### src/rtl/sort_drain.sv
// sort_drain: read-out end of the bubble-sort engine.
// After the sorter's done pulse, reads cnt = min(N, 2**ADDR_W) words from the
// sorter RAM (1-cycle read latency) and streams them in address order on a
// valid/ready port, flagging the last beat.
// Optional feature macro: SORT_DRAIN_ORDER_CHECK_EN (sticky descending-pair
// flag on Order_Err). When it is undefined, Order_Err is tied to 0.
module sort_drain #(
  parameter int DATA_W = 8,
  parameter int ADDR_W = 5,
  parameter int N_W    = 6
) (
  input  logic              Clk,
  input  logic              Rst,
  input  logic              Done,
  input  logic [N_W-1:0]    N,
  output logic              Mem_Rd,
  output logic [ADDR_W-1:0] Mem_Addr,
  input  logic [DATA_W-1:0] Mem_Data,
  output logic [DATA_W-1:0] Out_Data,
  output logic              Out_Valid,
  input  logic              Out_Ready,
  output logic              Out_Last,
  output logic              Busy,
  output logic              Drain_Done,
  output logic              Order_Err
);

  localparam int DEPTH = 2 ** ADDR_W;
  localparam int CNT_W = ADDR_W + 1;

  typedef enum logic [2:0] {IDLE, RD, CAP, HOLD, FIN} state_t;

  // Saturate the requested element count to the RAM depth.
  function automatic logic [CNT_W-1:0] sat_cnt(input logic [N_W-1:0] n);
    if (32'(n) > 32'(DEPTH))
      return CNT_W'(DEPTH);
    else
      return CNT_W'(n);
  endfunction

  state_t            state;
  logic [ADDR_W-1:0] idx;
  logic [CNT_W-1:0]  cnt;
  logic [CNT_W-1:0]  cnt_req;
  logic              is_last;
  logic              mem_rd;
  logic [DATA_W-1:0] out_data;
  logic              out_valid;
  logic              out_last;
  logic              drain_done;

  assign cnt_req = sat_cnt(N);
  // cnt is never 0 outside IDLE/FIN, so cnt-1 cannot underflow where used.
  assign is_last = ({1'b0, idx} == (cnt - 1'b1));

  // Drain FSM: one RAM read, one capture, then hold the beat until accepted.
  always_ff @(posedge Clk) begin
    if (Rst) begin
      state      <= IDLE;
      idx        <= '0;
      cnt        <= '0;
      mem_rd     <= 1'b0;
      out_data   <= '0;
      out_valid  <= 1'b0;
      out_last   <= 1'b0;
      drain_done <= 1'b0;
    end else begin
      mem_rd     <= 1'b0;
      drain_done <= 1'b0;
      case (state)
        IDLE: begin
          if (Done) begin
            cnt <= cnt_req;
            idx <= '0;
            if (cnt_req == '0) begin
              state      <= FIN;
              drain_done <= 1'b1;
            end else begin
              state  <= RD;
              mem_rd <= 1'b1;
            end
          end
        end
        RD: begin
          state <= CAP;
        end
        CAP: begin
          out_data  <= Mem_Data;
          out_valid <= 1'b1;
          out_last  <= is_last;
          state     <= HOLD;
        end
        HOLD: begin
          if (Out_Ready) begin
            out_valid <= 1'b0;
            out_last  <= 1'b0;
            if (out_last) begin
              state      <= FIN;
              drain_done <= 1'b1;
            end else begin
              idx    <= idx + 1'b1;
              mem_rd <= 1'b1;
              state  <= RD;
            end
          end
        end
        FIN: begin
          state <= IDLE;
        end
        default: begin
          state <= IDLE;
        end
      endcase
    end
  end

  assign Mem_Rd     = mem_rd;
  assign Mem_Addr   = idx;
  assign Out_Data   = out_data;
  assign Out_Valid  = out_valid;
  assign Out_Last   = out_last;
  assign Busy       = (state != IDLE);
  assign Drain_Done = drain_done;

`ifdef SORT_DRAIN_ORDER_CHECK_EN
  // True when the current beat is smaller than the previous one (unsigned).
  function automatic logic is_descending(input logic [DATA_W-1:0] cur,
                                         input logic [DATA_W-1:0] prev);
    return (cur < prev);
  endfunction

  logic [DATA_W-1:0] prev_data;
  logic              have_prev;
  logic              order_err;

  // Compare each accepted beat with the previous beat of the same drain.
  always_ff @(posedge Clk) begin
    if (Rst) begin
      have_prev <= 1'b0;
      order_err <= 1'b0;
    end else if (state == IDLE && Done) begin
      have_prev <= 1'b0;
      order_err <= 1'b0;
    end else if (state == HOLD && Out_Ready) begin
      if (have_prev && is_descending(out_data, prev_data))
        order_err <= 1'b1;
      prev_data <= out_data;
      have_prev <= 1'b1;
    end
  end

  assign Order_Err = order_err;
`else
  assign Order_Err = 1'b0;
`endif

endmodule

### config.mk
export PLATFORM = sky130hd
export DESIGN_NAME = sort_drain
export DESIGN_NICKNAME = d
export VERILOG_FILES = /design/src/rtl/sort_drain.sv
export SDC_FILE = /design/constraint.sdc
export NUM_CORES = 1
export LEC_CHECK = 0
export BUFFER_PORTS_ARGS = -buffer_cell sky130_fd_sc_hd__buf_4
export CELL_PAD_IN_SITES_DETAIL_PLACEMENT = 1
export CELL_PAD_IN_SITES_GLOBAL_PLACEMENT = 2
export CORE_UTILIZATION = 30
export CTS_BUF_LIST = sky130_fd_sc_hd__clkbuf_8
export DETAILED_ROUTE_END_ITERATION = 12
export GPL_TIMING_DRIVEN = 0
export MAX_ROUTING_LAYER = met4
export PLACE_DENSITY = 0.89
export SYNTH_ARGS = -nofsm -noshare
export SYNTH_HDL_FRONTEND = slang
export SYNTH_SLANG_ARGS = --single-unit
### constraint.sdc
create_clock -name Clk -period 2.11 [get_ports Clk]
set_clock_uncertainty 0.2 [all_clocks]
set_input_delay 0.422 -clock Clk [delete_from_list [all_inputs] [get_ports Clk]]
set_output_delay 0.422 -clock Clk [all_outputs]
set_load 0.05 [all_outputs]
==> results of run 1 <==
## worst register-to-register path, cell delays in order, from the launching register on
cell	delay, ns
dfxtp_1	0.41
nor3b_1	0.21
buf_2	0.33
o2111ai_1	0.16
a31o_2	0.24
a221oi_1	0.27
## metrics by stage
stage	area (µm²)	power [µW]	setup slack, ns	std cells
final	1643	1206	0.1111	234
after global routing	1643	1263	0.03306	234
after CTS	1638	1214	0.05927	234
after detailed placement	1583	885.1	0.001398	230
after global placement	1583	871.2	0.006270	230
after floorplan	1257	779.2	0.2077	145
## worst max-delay path by stage
stage	from	to	slack, ns	cells after the start
after floorplan	Mem_Addr[2]	Out_Last	0.21	4
after global placement	N[5]	state[0]	0.006	5
after detailed placement	N[5]	state[0]	0.001	5
after CTS	state[0]	Busy	0.06	4
after global routing	state[0]	Busy	0.03	4
final	state[1]	Busy	0.11	4
## layout make-up
class,instances,share of cell area (%)
buffer,8,2.133
sequential,26,31.68
inverter,6,1.371
clock buffer,4,3.351
tap,50,3.808
multi-input combinational,105,41.66
timing repair buffer,35,15.99
## timing repair
item                                    CTS  global route
resized for setup                         0             1
endpoints found under the setup margin    0             1
endpoints found under the hold margin     0             0
## cells by family after synthesis
logic type | after synthesis | synth area share, %
buffers and inverters | 14 | 4.577
adders and majority gates | 2 | 1.990
and+or+nand+nor | 58 | 24.68
xor gates and xnor gates | 7 | 4.876
other | 1 | 0.2982
AOI/OAI and AO/OA | 28 | 15.03
DFF | 26 | 41.39
muxes | 9 | 7.164
## placed cells by master, fill, tap and decap left out, types with 2 or more instances in the layout
master	n
nor2b_1	2
nand3b_1	6
a21o_1	2
xnor2_1	5
nand3_1	3
clkbuf_8	4
nand2_1	12
nor3_1	2
inv_1	6
nand2b_1	4
buf_4	36
nor2_1	16
dfxtp_1	26
a211oi_1	2
o21ai_0	2
xor2_1	2
ha_1	2
mux2i_1	9
or4_1	2
a21oi_1	11
clkbuf_1	6
## metal layers
layer  share of wire (%)  wire [µm]  vias up  global-route usage, %
met2                  52       1779       32                  30.18
met1                  42       1432      564                  19.67
met5                   0          0        -                      -
met3                 4.8        163        4                  3.082
li1                    -          -      582                      -
met4                 1.1         37        0                  5.319
## flip-flops by register name (all words and copies together) (netlist names)
register / flops
Out_Data: 8
cnt: 6
Mem_Addr: 5
state: 3
Drain_Done: 1
Mem_Rd: 1
Out_Last: 1
Out_Valid: 1
## where the power goes
part	switching, µW	leakage [µW]	internal, µW	total (µW)
Clock	163	0.0000288	167	330
Sequential	23.5	0.000211	521	545
Combinational	206	0.000396	125	331
Total	393	0.000637	813	1210
==> flow_summary.yaml, run 1 <==
run_status:
  status: "finished clean"
cells_and_area:
  n_antenna_cell: 0
  multiInputGateArea_um2: 684.4
  utilization_pct: 41.07
  areaGrowthSynthToFinish_pct: 30.65
  nets: 205
  seqCellArea_um2: 520.5
  fill_cells: 479
  drive_gt1_share_pct: 24.46
sta:
  rsz0062_at_grt: "no"
  drv_slew: 0
  finalHoldViolations: 0
  fmax_ghz: 0.5003
  holdWs_ns: 0.1826
  final.setup.tns_ns: 0
  period_share_pct: 94.74
  setup_viol: 0
  slew_headroom_pct: 52.77
  fin_crit_ns: 1.999
  worst_slew_pin_slew_ns: 0.6996
clock_network:
  cts_tree: "built"
  cts_setup_buffers: 0
  cts_buffer_depth: 2
  hold_buffers: 0
  clk_pin_slew_ns: 0.09
  root_buffer: "clkbuf_8"
  cts_buffers: 3
  cts_sinks: 26
  clk_latency_ns: 0.27
  ctsHtreeMaxLevel: 1
place:
  dp_hpwl_mm: 2.659
  place_congestion: 0.8079
  io_buffers: 35
floorplan:
  core_area_um2: 4000
  io_pins: 37
  die_w_um: 66.74
  die_height_um: 66.74
  dieArea_um2: 4454
  start_util_pct: 31.44
  num_rows: 23
logic_synthesis:
  syn_inst: 145
  synth_area_leaders: "dfxtp_1 41%, mux2i_1 7.2%, nor2_1 4.8%"
  ys_types: 43
  synth_ff_type: "dfxtp_1"
  ys_warn_count: 0
  synth-edff-count: 0
  syn_avg_cell_area_um2: 8.672
  async_reset_ff_share_pct: 0
  syn_area_um2: 1257
  ys_seq_area_share_pct: 41.39
  synthesis.nets: 165
  synth_commonest_cells: "26 x dfxtp_1, 16 x nor2_1, 12 x nand2_1"
  synth-seq-cells: 26
  synth_top_area_share_pct: 41.39
  yosys.cell_count.top_type: "dfxtp_1"
  yosys.area.top_type: "dfxtp_1"
setup_path:
  reg2reg_to: "Out_Last"
  startpoint_type: "flop"
  critical_path.max_fanout: 10
  regToRegSetupSlack_ns: 0.22
  endpoint_kind: "output port"
  max_stage_delay_ns: 0.38
  cp_cell_sequence: "clkbuf_1 > nor3_2 > inv_1 > buf_4"
  critical_path.top_delay_family: "buffers and inverters"
  r2r_start: "state[2]"
  path_buf_inv: 3
  rr_worst_depth: 5
  crit_path_top_delay_cell: "dfxtp_1"
  crit_arrival_ns: 1.38
  criticalPathCategory: "flop to output port"
  required_ns: 1.49
power:
  power_density_nw_per_um2: 734.2
  irDropWorstVdd_uv: 293.2
  p_leak_uw: 0.0006367
routing:
  totalWireLength_mm: 3.412
  avgViaCountPerCell: 5.051
  dr_total_vias: 1182
  drt.antenna.violating_nets: 0
  routedWlPerCell_um: 14.58
  drt_iter0_drc: 28
  firstDrtPassIters: 4
  drc: 0
global_routing:
  overflow: 0
  track_usage_pct: 17.18
  grt_pass1_wl_mm: 5.589
  grt_antenna_before_repair: 0
  grt_max_degree: 15
  first_global_vias: 1213
worst_hold_path:
  worstHoldStart: "Mem_Data[7]"
  hold_depth: 3
  min_to: "Out_Data[7]"
  hp-class: "input port to flop"
run:
  drv_cap: 0
Note: power is estimated with default switching activity, not from simulation.
==> run 2: changes to the inputs <==
- BUFFER_PORTS_ARGS: -buffer_cell sky130_fd_sc_hd__buf_4 -> not set
- CORE_UTILIZATION: 30 -> 37
- DONT_BUFFER_PORTS: not set -> 1
==> flow_summary.yaml, run 2 (synthesized netlist as in run 1, its figures left out) <==
routing:
  firstDrtPassIters: 3
  avgViaCountPerCell: 5.539
  routedWlPerCell_um: 15.26
  totalWireLength_mm: 2.945
  drt.antenna.violating_nets: 0
  drt_iter0_drc: 35
  dr_total_vias: 1069
  drc: 0
worst_hold_path:
  hold_depth: 1
  hp-class: "input port to flop"
sta:
  worst_slew_pin_slew_ns: 0.6658
  fin_crit_ns: 2.011
  final.setup.tns_ns: 0
  drv_slew: 0
  rsz0062_at_grt: "no"
  period_share_pct: 95.31
  setup_slack_ns: 0.09895
  setup_viol: 0
  finalHoldViolations: 0
  slew_headroom_pct: 55.05
  fmax_ghz: 0.4973
setup_path:
  cp_cell_sequence: "ha_1 > inv_1 > or4_1 > a21oi_1"
  endpoint_kind: "flop"
  crit_arrival_ns: 2.02
  required_ns: 2.12
  critical_path_depth: 4
  critical_path.max_fanout: 5
  max_stage_delay_ns: 0.76
  crit_path_top_delay_cell: "dfxtp_1"
  criticalPathCategory: "flop to flop"
  critical_path.top_delay_family: "flip-flops"
  rr_worst_depth: 4
  path_buf_inv: 1
  startpoint_type: "flop"
clock_network:
  cts_setup_buffers: 0
  cts_sinks: 26
  ctsHtreeMaxLevel: 1
  cts_tree: "built"
  root_buffer: "clkbuf_8"
  clk_latency_ns: 0.27
  cts_buffer_depth: 2
  clk_pin_slew_ns: 0.09
  cts_buffers: 3
cells_and_area:
  seqCellArea_um2: 521.8
  n_antenna_cell: 0
  drive_gt1_share_pct: 8.054
  final_cell_mix: "25 x dfxtp_1, 16 x nor2_1, 12 x nand2_1"
  fill_cells: 386
  nets: 170
  multiInputGateArea_um2: 684.4
  final_common_cell: "dfxtp_1"
  largest_reg_flops: 8
  areaGrowthSynthToFinish_pct: 9.254
global_routing:
  grt_antenna_before_repair: 0
  grt_pass1_wl_mm: 4.947
  grt_max_degree: 15
  track_usage_pct: 18.95
  first_global_vias: 1111
  overflow: 0
power:
  irDropWorstVdd_uv: 359.8
  p_leak_uw: 0.0004576
  power_density_nw_per_um2: 830.5
floorplan:
  core_area_um2: 3128
  num_rows: 20
  start_util_pct: 40.20
  die_w_um: 60.30
  io_pins: 37
  dieArea_um2: 3635
  die_height_um: 60.30
run_status:
  status: "finished clean"
run:
  drv_cap: 0
place:
  dp_slack_ns: 0.02643
  place_congestion: 0.7489
  dp_hpwl_mm: 2.255
  io_buffers: 0
[run 2: cell type report]
type | count | share of cell area, %
multi-input combinational | 105 | 49.82
sequential | 26 | 37.98
clock buffer | 4 | 4.007
tap | 44 | 4.007
buffer | 8 | 2.550
inverter | 6 | 1.639
[run 2: worst paths after layout]
check,to,from,slack (ns)
setup / recovery,Mem_Addr[4],Mem_Addr[0],0.1
hold / removal,state[1],Out_Ready,0.05
setup reg to reg,Mem_Addr[4],Mem_Addr[0],0.1
hold reg to reg,cnt[1],cnt[1],0.28
[run 2: layer usage]
metal  share of wire [%]  global-route usage, %  up-vias
met2                  49                  31.24       36
li1                    -                      -      515
met4                 1.4                  6.645        0
met5                   0                      -        -
met3                 6.3                  4.762        5
met1                  43                  22.16      513
[run 2: timing repair]
item,4_1_cts,5_1_grt
resized for setup,3,0
endpoints found under the setup margin,2,0
hold buffers,0,0
[run 2: power by group]
group	internal [µW]	total (µW)	switching [µW]	leakage, µW
clock network	167	330	163	0.0000288
registers	521	609	87.6	0.000212
logic	78.2	202	124	0.000217
total	767	1140	374	0.000458
[run 2: through the flow]
step	area [µm²]	cells	util, %	hold WS (ns)	power (µW)
finish	1374	193	43.92	0.05010	1141
global route	1374	193	43.92	0.04807	1189
CTS	1374	193	43.92	0.04043	1150
detailed placement	1313	189	41.96	0.2695	818.1
global placement	1313	189	41.96	0.2664	808.4
floorplan	1257	145	-	0.2450	779.2
